### config.mk
export PLATFORM = sky130hd
export DESIGN_NAME = coin_acceptor_flat
export DESIGN_NICKNAME = d
export VERILOG_FILES = /design/src/rtl/coin_acceptor_pkg.sv /design/src/rtl/coin_acceptor_if.sv /design/src/rtl/coin_acceptor_debounce.sv /design/src/rtl/coin_acceptor.sv /design/src/flat_wrapper.sv
export SDC_FILE = /design/constraint.sdc
export NUM_CORES = 1
export LEC_CHECK = 0
export CAP_MARGIN = 40
export CORE_ASPECT_RATIO = 0.5
export CORE_UTILIZATION = 56
export DETAILED_ROUTE_END_ITERATION = 8
export PLACE_DENSITY = 0.77
export SETUP_SLACK_MARGIN = 0.15
export SLEW_MARGIN = 25
export SYNTH_ARGS = -nofsm -noshare
export SYNTH_HDL_FRONTEND = slang
export SYNTH_SLANG_ARGS = --single-unit
export TNS_END_PERCENT = 5
### constraint.sdc
create_clock -name clk -period 3.2 [get_ports clk]
set_input_delay 0.64 -clock clk [delete_from_list [all_inputs] [get_ports clk]]
set_output_delay 0.64 -clock clk [all_outputs]
set_load 0.03 [all_outputs]
### src/rtl/coin_acceptor_pkg.sv
// +------------------------------------------------------------------+
// | coin_pkg : shared amount codes and output-FSM state encoding      |
// | Rev 1.0                                                          |
// +------------------------------------------------------------------+
`default_nettype none

package coin_pkg;

   typedef logic [3:0] amt_t;

   localparam amt_t AMT_NONE = 4'd0;
   localparam amt_t AMT_5    = 4'd5;
   localparam amt_t AMT_10   = 4'd10;
   localparam amt_t AMT_15   = 4'd15;

   typedef enum logic [1:0] {
      ST_IDLE = 2'd0,
      ST_EMIT = 2'd1,
      ST_GAP  = 2'd2
   } out_state_t;

endpackage

`default_nettype wire

### src/rtl/coin_acceptor_if.sv
// +------------------------------------------------------------------+
// | coin_acceptor_if : sensor inputs, delivery enable and outputs     |
// | Rev 1.0                                                          |
// +------------------------------------------------------------------+
`default_nettype none

interface coin_acceptor_if #(
   parameter int FIFO_DEPTH = 4
);
   import coin_pkg::*;

   logic                        sense_5;
   logic                        sense_10;
   logic                        sense_15;
   logic                        out_en;
   amt_t                        amt;
   logic                        coin_reject;
   logic [$clog2(FIFO_DEPTH):0] fifo_level;

   modport master (
      output sense_5, sense_10, sense_15, out_en,
      input  amt, coin_reject, fifo_level
   );

   modport slave (
      input  sense_5, sense_10, sense_15, out_en,
      output amt, coin_reject, fifo_level
   );

endinterface

`default_nettype wire

### src/rtl/coin_acceptor_debounce.sv
// +------------------------------------------------------------------+
// | coin_debounce : sync, debounce, arming and rising-edge event      |
// | Rev 1.0                                                          |
// +------------------------------------------------------------------+
`default_nettype none

module coin_debounce #(
   parameter int DEBOUNCE_CYCLES = 4
) (
   input  wire  clk,
   input  wire  reset,
   input  wire  sense,
   output logic pulse
);

   localparam int             CW     = $clog2(DEBOUNCE_CYCLES + 1);
   localparam logic [CW-1:0]  C_LAST = CW'(DEBOUNCE_CYCLES - 1);

   logic          sync1;
   logic          sync2;
   logic [1:0]    settle;
   logic [CW-1:0] cnt;
   logic          filtered;
   logic          filtered_d;
   logic          armed;

   always_ff @(posedge clk) begin
      if (reset) begin
         sync1      <= 1'b0;
         sync2      <= 1'b0;
         settle     <= 2'b00;
         cnt        <= '0;
         filtered   <= 1'b0;
         filtered_d <= 1'b0;
         armed      <= 1'b0;
         pulse      <= 1'b0;
      end else begin
         sync1      <= sense;
         sync2      <= sync1;
         settle     <= {settle[0], 1'b1};
         filtered_d <= filtered;

         if (sync2 == filtered) begin
            cnt <= '0;
         end else if (cnt == C_LAST) begin
            filtered <= ~filtered;
            cnt      <= '0;
         end else begin
            cnt <= cnt + 1'b1;
         end

         // A low filtered level is only trusted once the synchroniser holds
         // post-reset samples, so a line held high through reset stays unarmed.
         if (settle[1] && !filtered && !sync2)
            armed <= 1'b1;

         pulse <= armed & filtered & ~filtered_d;
      end
   end

endmodule

`default_nettype wire

### src/rtl/coin_acceptor.sv
// +------------------------------------------------------------------+
// | coin_acceptor : debounced coin intake, FIFO, spaced amt replay    |
// | Option macro COIN_ACCEPTOR_15_EN enables the 15-unit line. Rev 1.0|
// +------------------------------------------------------------------+
`default_nettype none

module coin_acceptor
   import coin_pkg::*;
#(
   parameter int DEBOUNCE_CYCLES = 4,
   parameter int FIFO_DEPTH      = 4
) (
   input wire              clk,
   input wire              reset,
   coin_acceptor_if.slave  bus
);

   localparam int AW = $clog2(FIFO_DEPTH);

   logic       ev5;
   logic       ev10;
   logic       ev15;

   coin_debounce #(.DEBOUNCE_CYCLES(DEBOUNCE_CYCLES)) u_db5 (
      .clk(clk), .reset(reset), .sense(bus.sense_5), .pulse(ev5)
   );

   coin_debounce #(.DEBOUNCE_CYCLES(DEBOUNCE_CYCLES)) u_db10 (
      .clk(clk), .reset(reset), .sense(bus.sense_10), .pulse(ev10)
   );

`ifdef COIN_ACCEPTOR_15_EN
   coin_debounce #(.DEBOUNCE_CYCLES(DEBOUNCE_CYCLES)) u_db15 (
      .clk(clk), .reset(reset), .sense(bus.sense_15), .pulse(ev15)
   );
`else
   logic unused_sense_15;
   assign unused_sense_15 = bus.sense_15;
   assign ev15            = 1'b0;
`endif

   logic       multi;
   logic       single;
   logic       full;
   logic       empty;
   logic       push;
   logic       pop;
   amt_t       code;
   logic [AW:0] wr_ptr;
   logic [AW:0] rd_ptr;
   logic [AW:0] level;
   amt_t       mem [FIFO_DEPTH];
   out_state_t state;
   amt_t       amt_q;
   logic       reject_q;

   always_comb begin
      multi  = (ev5 & ev10) | (ev5 & ev15) | (ev10 & ev15);
      single = (ev5 | ev10 | ev15) & ~multi;
      code   = ev5 ? AMT_5 : (ev10 ? AMT_10 : AMT_15);
      empty  = (wr_ptr == rd_ptr);
      full   = (wr_ptr[AW] != rd_ptr[AW]) && (wr_ptr[AW-1:0] == rd_ptr[AW-1:0]);
      pop    = (state == ST_IDLE) && bus.out_en && !empty;
      // A pop in the same cycle frees the slot a full FIFO would otherwise lack.
      push   = single & (~full | pop);
   end

   always_ff @(posedge clk) begin
      if (push)
         mem[wr_ptr[AW-1:0]] <= code;
   end

   always_ff @(posedge clk) begin
      if (reset) begin
         wr_ptr   <= '0;
         rd_ptr   <= '0;
         level    <= '0;
         reject_q <= 1'b0;
         amt_q    <= AMT_NONE;
         state    <= ST_IDLE;
      end else begin
         if (push) wr_ptr <= wr_ptr + 1'b1;
         if (pop)  rd_ptr <= rd_ptr + 1'b1;

         case ({push, pop})
            2'b10:   level <= level + 1'b1;
            2'b01:   level <= level - 1'b1;
            default: level <= level;
         endcase

         reject_q <= multi | (single & ~push);

         case (state)
            ST_IDLE: begin
               amt_q <= AMT_NONE;
               if (pop) begin
                  amt_q <= mem[rd_ptr[AW-1:0]];
                  state <= ST_EMIT;
               end
            end
            ST_EMIT: begin
               amt_q <= AMT_NONE;
               state <= ST_GAP;
            end
            ST_GAP: begin
               amt_q <= AMT_NONE;
               state <= ST_IDLE;
            end
            default: begin
               amt_q <= AMT_NONE;
               state <= ST_IDLE;
            end
         endcase
      end
   end

   assign bus.amt         = amt_q;
   assign bus.coin_reject = reject_q;
   assign bus.fifo_level  = level;

endmodule

`default_nettype wire

### src/flat_wrapper.sv
// flat-port wrapper written by rule: the top's interface ports become plain ports
module coin_acceptor_flat import coin_pkg::*;
#(
   parameter int DEBOUNCE_CYCLES = 4,
   parameter int FIFO_DEPTH      = 4
)
  (clk, reset, bus_sense_5, bus_sense_10, bus_sense_15, bus_out_en, bus_amt, bus_coin_reject, bus_fifo_level);
  coin_acceptor_if #(.FIFO_DEPTH(FIFO_DEPTH)) bus_i ();
  input wire clk;
  input wire reset;
  input wire logic [$bits(bus_i.sense_5)-1:0] bus_sense_5;
  input wire logic [$bits(bus_i.sense_10)-1:0] bus_sense_10;
  input wire logic [$bits(bus_i.sense_15)-1:0] bus_sense_15;
  input wire logic [$bits(bus_i.out_en)-1:0] bus_out_en;
  output wire logic [$bits(bus_i.amt)-1:0] bus_amt;
  output wire logic [$bits(bus_i.coin_reject)-1:0] bus_coin_reject;
  output wire logic [$bits(bus_i.fifo_level)-1:0] bus_fifo_level;
  assign bus_i.sense_5 = bus_sense_5;
  assign bus_i.sense_10 = bus_sense_10;
  assign bus_i.sense_15 = bus_sense_15;
  assign bus_i.out_en = bus_out_en;
  assign bus_amt = bus_i.amt;
  assign bus_coin_reject = bus_i.coin_reject;
  assign bus_fifo_level = bus_i.fifo_level;
  coin_acceptor #(.DEBOUNCE_CYCLES(DEBOUNCE_CYCLES), .FIFO_DEPTH(FIFO_DEPTH)) u_core (.clk(clk), .reset(reset), .bus(bus_i));
endmodule
==> results list, run 1 <==
* Vias per std cell: 4.99
- The smallest clock period supported by the final layout is computed as around 2.7 ns.
* Layout fillers: 215
- For this run, global-route usage on met1 was measured as 20.8%.
- Pleak: about 0.75 nW
- Walking the worst path, the cells encountered are clkdlybuf4s50_1, or3b_4, a31oi_4, nand2_1, fa_1, and3_1, a21oi_1, mux2_4.
- The synthesized design spends more area on one cell type than any other, namely sky130_fd_sc_hd__dfxtp_1.
* Arrival time reported for the critical path endpoint: approximately 2.9 ns
* Compound-Gate Fraction of Synth Area: 5.25%
- The number of antenna diodes in the final layout is 0.
- TritonCTS built the clock tree.
- Yosys attributes the largest share of cell area to sky130_fd_sc_hd__dfxtp_1 (39%), sky130_fd_sc_hd__edfxtp_1 (14%), sky130_fd_sc_hd__ha_1 (7.9%).
* Drt drc: 0
- For this configuration, the core starts out at a cell density of 62.9%.
- Across the run, the number of max-cap violations was 0.
- Number of buffers created by CTS: 5
* Worst path max stage delay: 0.47 ns
- Relative to the synthesized area, the layout overhead comes to 14.9%.
- Reg2Reg Setup Slack: 1.00 ns
- The worst setup path is captured at a register.
* Max VDD drop: 0.302 mV
- Post-CTS repair timing setup buffer count: 0
- The detailed router placed 1032 vias in this run.
- STA classifies the critical path startpoint as an input port.
- The path class of the tightest hold or removal check is register to register.
- Maximum fanout along the worst path: 5
- The die covers approximately 0.0033 mm^2.
* Overflow left after global routing: 0
- Worst setup margin: 0.532 ns
- The total area inside the core boundary comes to approximately 0.0028 mm^2.
- After Yosys synthesis, full adders, half adders and majority gates account for ~9.1% of the synthesized area.
- Run status: completed
- Timing would allow up to approximately 370 MHz.
- Antenna violations before repair: 0
- Clock insertion delay at the later pin of the skew report: approximately 0.29 ns
- On the critical path, the stage with the largest delay is an instance of sky130_fd_sc_hd__clkdlybuf4s50_1.
- Final slew viol count: 0
- The cell family contributing the most delay on the critical path is simple AND/OR/NAND/NOR gates.
- Final worst-path cycle share: 83.4%
* Endpoint of the worst hold path: u_core.u_db5.cnt[0]
- Number of cell instances on the worst register-to-register path: 7
* Post-layout util: 72.3%
- The H-tree generated during clock tree synthesis spans 2 levels.
- For this block, the initial DRC count from the detailed router was 36.
- The worst register-to-register path begins at u_core.u_db5.pulse.
- Share of post-route cells with drive strength above 1: 11.2%
- Cell area after technology mapping: 0.00174 mm^2
- Combinational family with the most area after synthesis: simple AND/OR/NAND/NOR gates
* Commonest cells after routing, fill and taps aside: sky130_fd_sc_hd__dfxtp_1 (34), sky130_fd_sc_hd__nor2_1 (25), sky130_fd_sc_hd__inv_1 (12), sky130_fd_sc_hd__clkdlybuf4s50_1 (12), sky130_fd_sc_hd__ha_1 (11)
- For this run, the post-layout net count is ~190.
- Via count of the first global-routing pass: 986
- Total power per unit cell area: 472 mW/mm^2
- For the final routed database, the setup TNS stands at 0 ns.
- Transition at the pin with the smallest max-transition slack: between 0.3 and 0.4 ns
- Global routing usage summed across all routing layers: approximately 17%
* Number of cells in the design after placement: between 150 and 200
* Post-synthesis area per instance: 11.4 um^2
- Floorplan die height: 41.4 um
* Die Wd: 80.8 um
* Wire length per cell after detailed routing: 12.0 um
- Yosys printed 0 warnings.
- The final-report hold violation count came to 0.
- Once detail routing completed, the nets flagged for antenna violations numbered 0.
- Largest net degree at the start of global routing: 28
* Overall routed net length: 2490 um
- Sum of net half-perimeters after detailed placement: about 1700 um
- Measured against its own limit, the worst slew margin works out to 76.3%.
* Hold Startpoint: u_core.u_db5.cnt[0]
- Summing the areas of all xor and xnor instances in the mapped netlist gives 5.90% of the synthesized area.
- Global-route met2 utilization: 27.2%
- Number of nets produced by synthesis: 171
- Synthesized-area fraction occupied by and/or/nand/nor cells: 16.8%
* Commonest non-fill, non-tap cell in the layout: sky130_fd_sc_hd__dfxtp_1
- The first global-routing pass estimated between 4000 and 5000 um of wire.
- Registers take approximately 920 um^2.
- After synthesis, the share of cell area in mux cells is 5.97%.
- After clock tree synthesis, the flow added hold-fix buffers numbering 0.
- Setup repair after global routing missed its margin: no
- Area of the multi-input gates: 747 um^2
- Counting along the longest clock path gives a buffer depth of 2.
* Worst slack after detailed placement: 0.236 ns
- The cell sitting at the root of the clock tree is a sky130_fd_sc_hd__clkbuf_8.
- After the flow finishes, the layout carries non-filler instances totaling 207.
* Library cells used by synthesis: 33
- After clock tree synthesis, the clock-pin slew on the worst setup and hold paths is 0.08 ns.
- IO Port Bufs: 12
- Data on the critical path is required at its endpoint by approximately 3.4 ns.
- Synthesis inferred 42 register bits.
- The layer flagged by global routing as most heavily used is met2.
- Length of the first detailed-routing pass in iterations: 4
- The top cell type by area accounts for 39.1% of the synthesized area.
- The clock arrives with 0.00373 ns of skew.
- Number of endpoints failing setup at the final stage: 0
* Sequential share of the synthesized area: between 50% and 60%
- Counting both buffers and inverters, the worst setup path holds a total of 1.
- Worst hold path stage count: 1
- Routability-driven placement finished with a final weighted congestion of 0.710.
- Standard-cell rows: 13
* TritonCTS Sinks: 42
- In this run the count of I/O pins placed on the die edge is 14.
- In the global route stage, met3 resource usage came out at 7.47%.
- Gates resized, CTS repair: 0
* Critical path start-end classification: input port to register
* Reg-to-reg endpoint: u_core.bus.fifo_level[2]
- The cell count after synthesis came out at 153.
[worst max path at each step]
stage / endpoint / start / cells past startpoint
3_3_place_gp: u_core.bus.fifo_level[2] / bus_out_en / 8
4_1_cts: u_core.bus.fifo_level[2] / bus_out_en / 8
2_1_floorplan: u_core.bus.fifo_level[2] / bus_out_en / 7
5_1_grt: u_core.bus.fifo_level[2] / bus_out_en / 8
3_5_place_dp: u_core.bus.fifo_level[2] / bus_out_en / 8
6_report: u_core.bus.fifo_level[2] / bus_out_en / 8
[report_power, final]
part / total, mW / internal, mW / switching [mW] / leakage, nW
registers: 0.545 / 0.542 / 0.00280 / 0.328
logic: 0.0211 / 0.0108 / 0.0103 / 0.369
clock network: 0.376 / 0.198 / 0.178 / 0.0561
[flip-flops by register name, indices dropped and copies added (netlist names)]
signal,cells
u_core.state,2
u_core.bus.coin_reject,1
u_core.u_db10.settle,1
u_core.u_db10.pulse,1
u_core.u_db10.sync2,1
u_core.u_db10.cnt,3
u_core.u_db5.settle,1
u_core.rd_ptr,3
u_core.u_db5.filtered,1
u_core.u_db5.cnt,3
u_core.u_db5.sync1,1
u_core.u_db10.sync1,1
u_core.u_db5.sync2,1
u_core.wr_ptr,3
u_core.u_db10.filtered_d,1
u_core.mem,8
u_core.bus.fifo_level,3
u_core.u_db10.filtered,1
u_core.u_db5.armed,1
u_core.u_db10.armed,1
u_core.u_db5.filtered_d,1
u_core.u_db5.pulse,1
u_core.bus.amt,2
[worst reg2reg max path: stages (launching register included)]
cell and delay [ns]:
sky130_fd_sc_hd__dfxtp_1 0.34, sky130_fd_sc_hd__inv_1 0.10, sky130_fd_sc_hd__ha_1 0.43, sky130_fd_sc_hd__nand2_1 0.18
sky130_fd_sc_hd__fa_1 0.40, sky130_fd_sc_hd__and3_1 0.17, sky130_fd_sc_hd__a21oi_1 0.16, sky130_fd_sc_hd__mux2_4 0.31
[cells in the mapped netlist]
library cell                n
sky130_fd_sc_hd__dfxtp_1   34
sky130_fd_sc_hd__nor2_1    25
sky130_fd_sc_hd__inv_1     12
sky130_fd_sc_hd__ha_1      11
sky130_fd_sc_hd__nor2b_1    9
sky130_fd_sc_hd__edfxtp_1   8
sky130_fd_sc_hd__xnor2_1    6
sky130_fd_sc_hd__and2_1     5
sky130_fd_sc_hd__a21oi_1    4
sky130_fd_sc_hd__mux2i_1    4
sky130_fd_sc_hd__and3_1     3
sky130_fd_sc_hd__clkbuf_1   3
sky130_fd_sc_hd__nand2_1    3
sky130_fd_sc_hd__and3b_1    2
sky130_fd_sc_hd__buf_4      2
sky130_fd_sc_hd__nor3b_1    2
sky130_fd_sc_hd__or3_1      2
sky130_fd_sc_hd__xnor2_2    2
sky130_fd_sc_hd__xor2_1     2
sky130_fd_sc_hd__a311oi_1   1
sky130_fd_sc_hd__a31oi_1    1
sky130_fd_sc_hd__a31oi_4    1
sky130_fd_sc_hd__a41o_1     1
sky130_fd_sc_hd__a41oi_1    1
sky130_fd_sc_hd__a41oi_2    1
sky130_fd_sc_hd__fa_1       1
sky130_fd_sc_hd__mux2_4     1
sky130_fd_sc_hd__mux4_1     1
sky130_fd_sc_hd__mux4_2     1
sky130_fd_sc_hd__nand2_2    1
sky130_fd_sc_hd__nor4_1     1
sky130_fd_sc_hd__or3_4      1
sky130_fd_sc_hd__or3b_4     1
[kinds of logic (layout without fill, tap and decap cells)]
logic type                 Yosys count  after routing
and+or+nand+nor                     55             55
xor gates and xnor gates            10             10
buffers and inverters               17             34
muxes                                7              7
AOI/OAI and AO/OA                   10             10
adders and majority gates           12             12
DFF                                 42             42
[layer usage]
layer,vias to the layer above,part of all wire (%)
li1,541,-
met1,475,49
met2,11,46
met3,5,3.9
met4,0,1.1
met5,-,0
[final cells by class]
type                    instances  area share (%)
clock buffers                   6            4.70
clock inverters                 2           0.501
inverters                      12            2.25
multi-input cells              94            37.4
flip-flops and latches         42            46.1
well taps                      37            2.32
repair buffers                 14            6.76
[metrics by stage]
stage / total power [mW] / hold slack (ns) / instance area (um^2)
5_1_grt: 0.983 / 0.447 / 2000
4_1_cts: 0.953 / 0.429 / 2000
3_5_place_dp: 0.579 / 0.418 / 1890
6_report: 0.942 / 0.424 / 2000
2_1_floorplan: 0.570 / 0.399 / 1740
3_3_place_gp: 0.578 / 0.408 / 1890
No activity file was read; power rests on OpenSTA's default activity.
==> run 2, diff against run 1 <==
- CORE_UTILIZATION: 56 -> 51
- PLACE_DENSITY: 0.77 -> 0.74
- clock period: 3.2 -> 2.2 ns (I/O delays scaled with it)
==> results list, run 2 (synthesis gave the netlist of run 1 again) <==
- Run status: completed (unchanged)
- Via count of the first global-routing pass: 1059 (was 986)
* Standard-cell rows: 14 (was 13)
- The critical path startpoint category was a register (was input port).
- The logic gate share of total power was 2.4% (was 2.2%).
- Worst-path clk slew: 0.08 ns (about the same)
- Global routing usage summed across all routing layers: 17.1% (was 17.3%)
* Summed area of non-filler cells in the final layout: 0.00209 mm^2 (was 0.00200 mm^2)
- The setup slack on the worst flop-to-flop path came to 0.16 ns (was 1.00 ns).
* Reg-to-reg endpoint: u_core.bus.fifo_level[2] (unchanged)
* CTS Root Buffer Type: sky130_fd_sc_hd__clkbuf_8 (unchanged)
- The vias per cell came to 5.01 (was 4.99).
- Min-delay worst type: register to register (unchanged)
- The end point of the critical path was u_core.bus.fifo_level[2] (unchanged).
- H-Tree Level Count: 2 (unchanged)
* Count of antenna-violating nets left after detailed routing: 0 (unchanged)
- Final worst-path cycle share: between 90 and 100%
* Die area: 0.00366 mm^2 (was 0.00335 mm^2)
- The total iterations of the first detailed-routing run was 4 (unchanged).
- The highest fanout seen on the critical path came to 2 (was 5).
* Overflow left after global routing: 0 (unchanged)
- Critical path start-end classification: register to register (was input port to register)
- The most common library cell in the layout ignoring fill and taps was sky130_fd_sc_hd__dfxtp_1 (unchanged).
- The pin count of the biggest net entering global routing is 23 (was 28).
- The slew at the pin closest to its max-slew limit was 0.397 ns (was 0.356 ns).
* Number of cell instances on the worst register-to-register path: 7 (unchanged)
- Pleak: 0.802 nW (was 0.753 nW)
- The relative slew slack was 73.5% (was 76.3%).
* Wire length of the first global-routing pass: 4570 um (was 4230 um)
- The post-detailed-placement half-perimeter wirelength came to 1910 um (was 1750 um).
- Iter 0 DRT Violations: 23 (was 36)
* Data required, critical path: 2.39 ns (was 3.39 ns)
- The horizontal die dimension came to 84.6 um (was 80.8 um).
- The internal power came to 1.09 mW (was 0.751 mW).
* Sequential power share: 57.7% (was 57.8%)
* Via count of the routed design: 1097 (was 1032)
- The number of antenna repair diodes is 0 (unchanged).
* Starting density of the core: 55.8% (was 62.9%)
* Beginning of the worst register-to-register path: u_core.state[1] (was u_core.u_db5.pulse)
- Antenna violations before repair: 0 (unchanged)
- The share of cells above drive strength 1 came to 19.0% (was 11.2%).
- Arrival time reported for the critical path endpoint: 2.22 ns (was 2.86 ns)
- The placed cell area came to 0.00195 mm^2 (was 0.00189 mm^2).
- The maximum vdd ir drop is 0.343 mV (was 0.302 mV).
- The category of the worst setup path capture point is a register (unchanged).
* Number of endpoints failing setup at the final stage: 0 (unchanged)
- The count of unresolved DRC violations after routing came to 0 (unchanged).
- The placer's final routability congestion estimate was 0.722 (was 0.710).
* IO Port Bufs: 12 (unchanged)
- The number of pins with negative max-slew slack in the final report was 0 (unchanged).
* Number of primary I/O pins: 14 (unchanged)
- Clock insertion delay at the later pin of the skew report: 0.29 ns (about the same)
- The power density over the cells was 656 mW/mm^2 (was 472 mW/mm^2).
- The number of nets in the layout came to 196 (was 187).
* Switching part of the total power: 20.3% (about the same)
- Floorplan die height: 43.3 um (was 41.4 um)
- Worst path max stage delay: 0.41 ns (was 0.47 ns)
- Maximum count of clock buffers along a single path: 2 (unchanged)
- The signed area change from the synthesized netlist to the final layout came to 20.4% (was 14.9%).
* CP max-delay cell: sky130_fd_sc_hd__or3b_4 (was sky130_fd_sc_hd__clkdlybuf4s50_1)
- TritonCTS Sinks: 42 (unchanged)
* Number of buffers created by CTS: 5 (unchanged)
- Commonest cells after routing, fill and taps aside: sky130_fd_sc_hd__dfxtp_1 (32), sky130_fd_sc_hd__nor2_1 (25), sky130_fd_sc_hd__inv_1 (12) (was sky130_fd_sc_hd__dfxtp_1 (34), sky130_fd_sc_hd__nor2_1 (25), sky130_fd_sc_hd__inv_1 (12), sky130_fd_sc_hd__clkdlybuf4s50_1 (12), sky130_fd_sc_hd__ha_1 (11)).
- Flip-flop count of the largest register after layout: 8 (unchanged)
- Area inside the core boundary: 0.00312 mm^2 (was 0.00277 mm^2)
- Wire length per cell after detailed routing: 12.3 um (was 12.0 um)
- Sequence of cells on the critical path: or3b_4, a31oi_4, nand2_2, fa_2, and3_4, a21oi_4, mux2_4 (was clkdlybuf4s50_1, or3b_4, a31oi_4, nand2_1, fa_1, and3_1, a21oi_1, mux2_4)
* Hold Startpoint: u_core.u_db10.cnt[0] (was u_core.u_db5.cnt[0])
- Minimum period implied by the final worst setup slack: 2.04 ns
- Setup repair after global routing missed its margin: yes (was no)
* Overall routed net length: 2690 um (was 2490 um)
- The power dissipated by switching net loads is 0.278 mW (was 0.191 mW).
- Critical path origin: u_core.state[1] (was bus_out_en)
- The maximum clock skew at final layout was 0.00540 ns (was 0.00373 ns).
- Final Power: 1.37 mW (was 0.942 mW)
- Max Clock Freq: between 400 and 500 MHz
- The number of max-cap violations was 0 (unchanged).
* Portion of total power attributed to the clock network: 39.9% (about the same)
- Hold Fails Final Rpt: 0 (unchanged)
- The CTS tree is built (unchanged).
[run 2: changes by cell type in the layout (fill, tap and decap cells not counted), sizes merged]
cell,before,now
buf,2,11
clkdlybuf4s15,0,1
clkdlybuf4s50,12,11
[run 2: layer usage]
metal	up-vias	share of wire, %	global-route usage, %
met5	-	0	0
met4	0	1.5	10.8
met3	5	2.9	6.23
met2	10	48	28.1
met1	525	48	19.2
li1	557	-	-
[run 2: worst min-delay path by stage]
| stage | end | slack [ns] | depth (start not counted) |
|---|---|---|---|
| finish | u_core.u_db10.cnt[0] | 0.42 | 1 |
| detailed placement | u_core.u_db10.cnt[0] | 0.42 | 1 |
| floorplan | u_core.u_db10.cnt[0] | 0.40 | 1 |
| global route | u_core.u_db10.cnt[0] | 0.44 | 1 |
| CTS | u_core.u_db10.cnt[0] | 0.43 | 1 |
| global placement | u_core.u_db5.cnt[0] | 0.41 | 1 |
[run 2: stage by stage]
| step | setup TNS, ns | hold WS, ns | setup WS, ns | instances | utilization, % |
|---|---|---|---|---|---|
| floorplan | -0.0198 | 0.399 | -0.0198 | 153 | - |
| global placement | -1.11 | 0.408 | -0.388 | 208 | 62.6 |
| detailed placement | -1.30 | 0.417 | -0.425 | 208 | 62.6 |
| CTS | 0 | 0.428 | 0.153 | 217 | 66.3 |
| global route | 0 | 0.443 | 0.110 | 219 | 67.1 |
| finish | 0 | 0.420 | 0.164 | 219 | 67.1 |
[run 2: critical path, delay by kind of cell, from the launching register on]
family | cells | cell delay, ns
adder cells (fa/ha/maj) | 1 | 0.35
flip-flops | 1 | 0.33
AND/OR/NAND/NOR | 3 | 0.66
AO/OA/AOI/OAI | 2 | 0.28
multiplexers | 1 | 0.30
[run 2: area by class of cell]
cell class / count / area (um^2)
inverter: 12 / 45.0
timing repair buffer: 23 / 203
fill: 232 / 1020
clock inverter: 2 / 10.0
tap: 40 / 50.0
clock buffer: 6 / 93.8
sequential: 42 / 923
multi-input combinational: 94 / 768
[run 2: repair_timing]
| action | in CTS | in global routing |
|---|---|---|
| buffers inserted | 1 | 2 |
| gates resized for setup | 2 | 4 |
| pin swaps | 3 | 3 |
| hold buffers | 0 | 0 |
| setup endpoints to repair | 2 | 1 |
[run 2: power by group through the flow]
stage	Sequential [mW]	Clock, mW	Combinational (mW)
4_1_cts	0.792	0.563	0.0334
3_5_place_dp	0.811	0	0.0339
5_1_grt	0.794	0.602	0.0373
2_1_floorplan	0.810	0	0.0200
6_report	0.792	0.547	0.0333
3_3_place_gp	0.810	0	0.0334
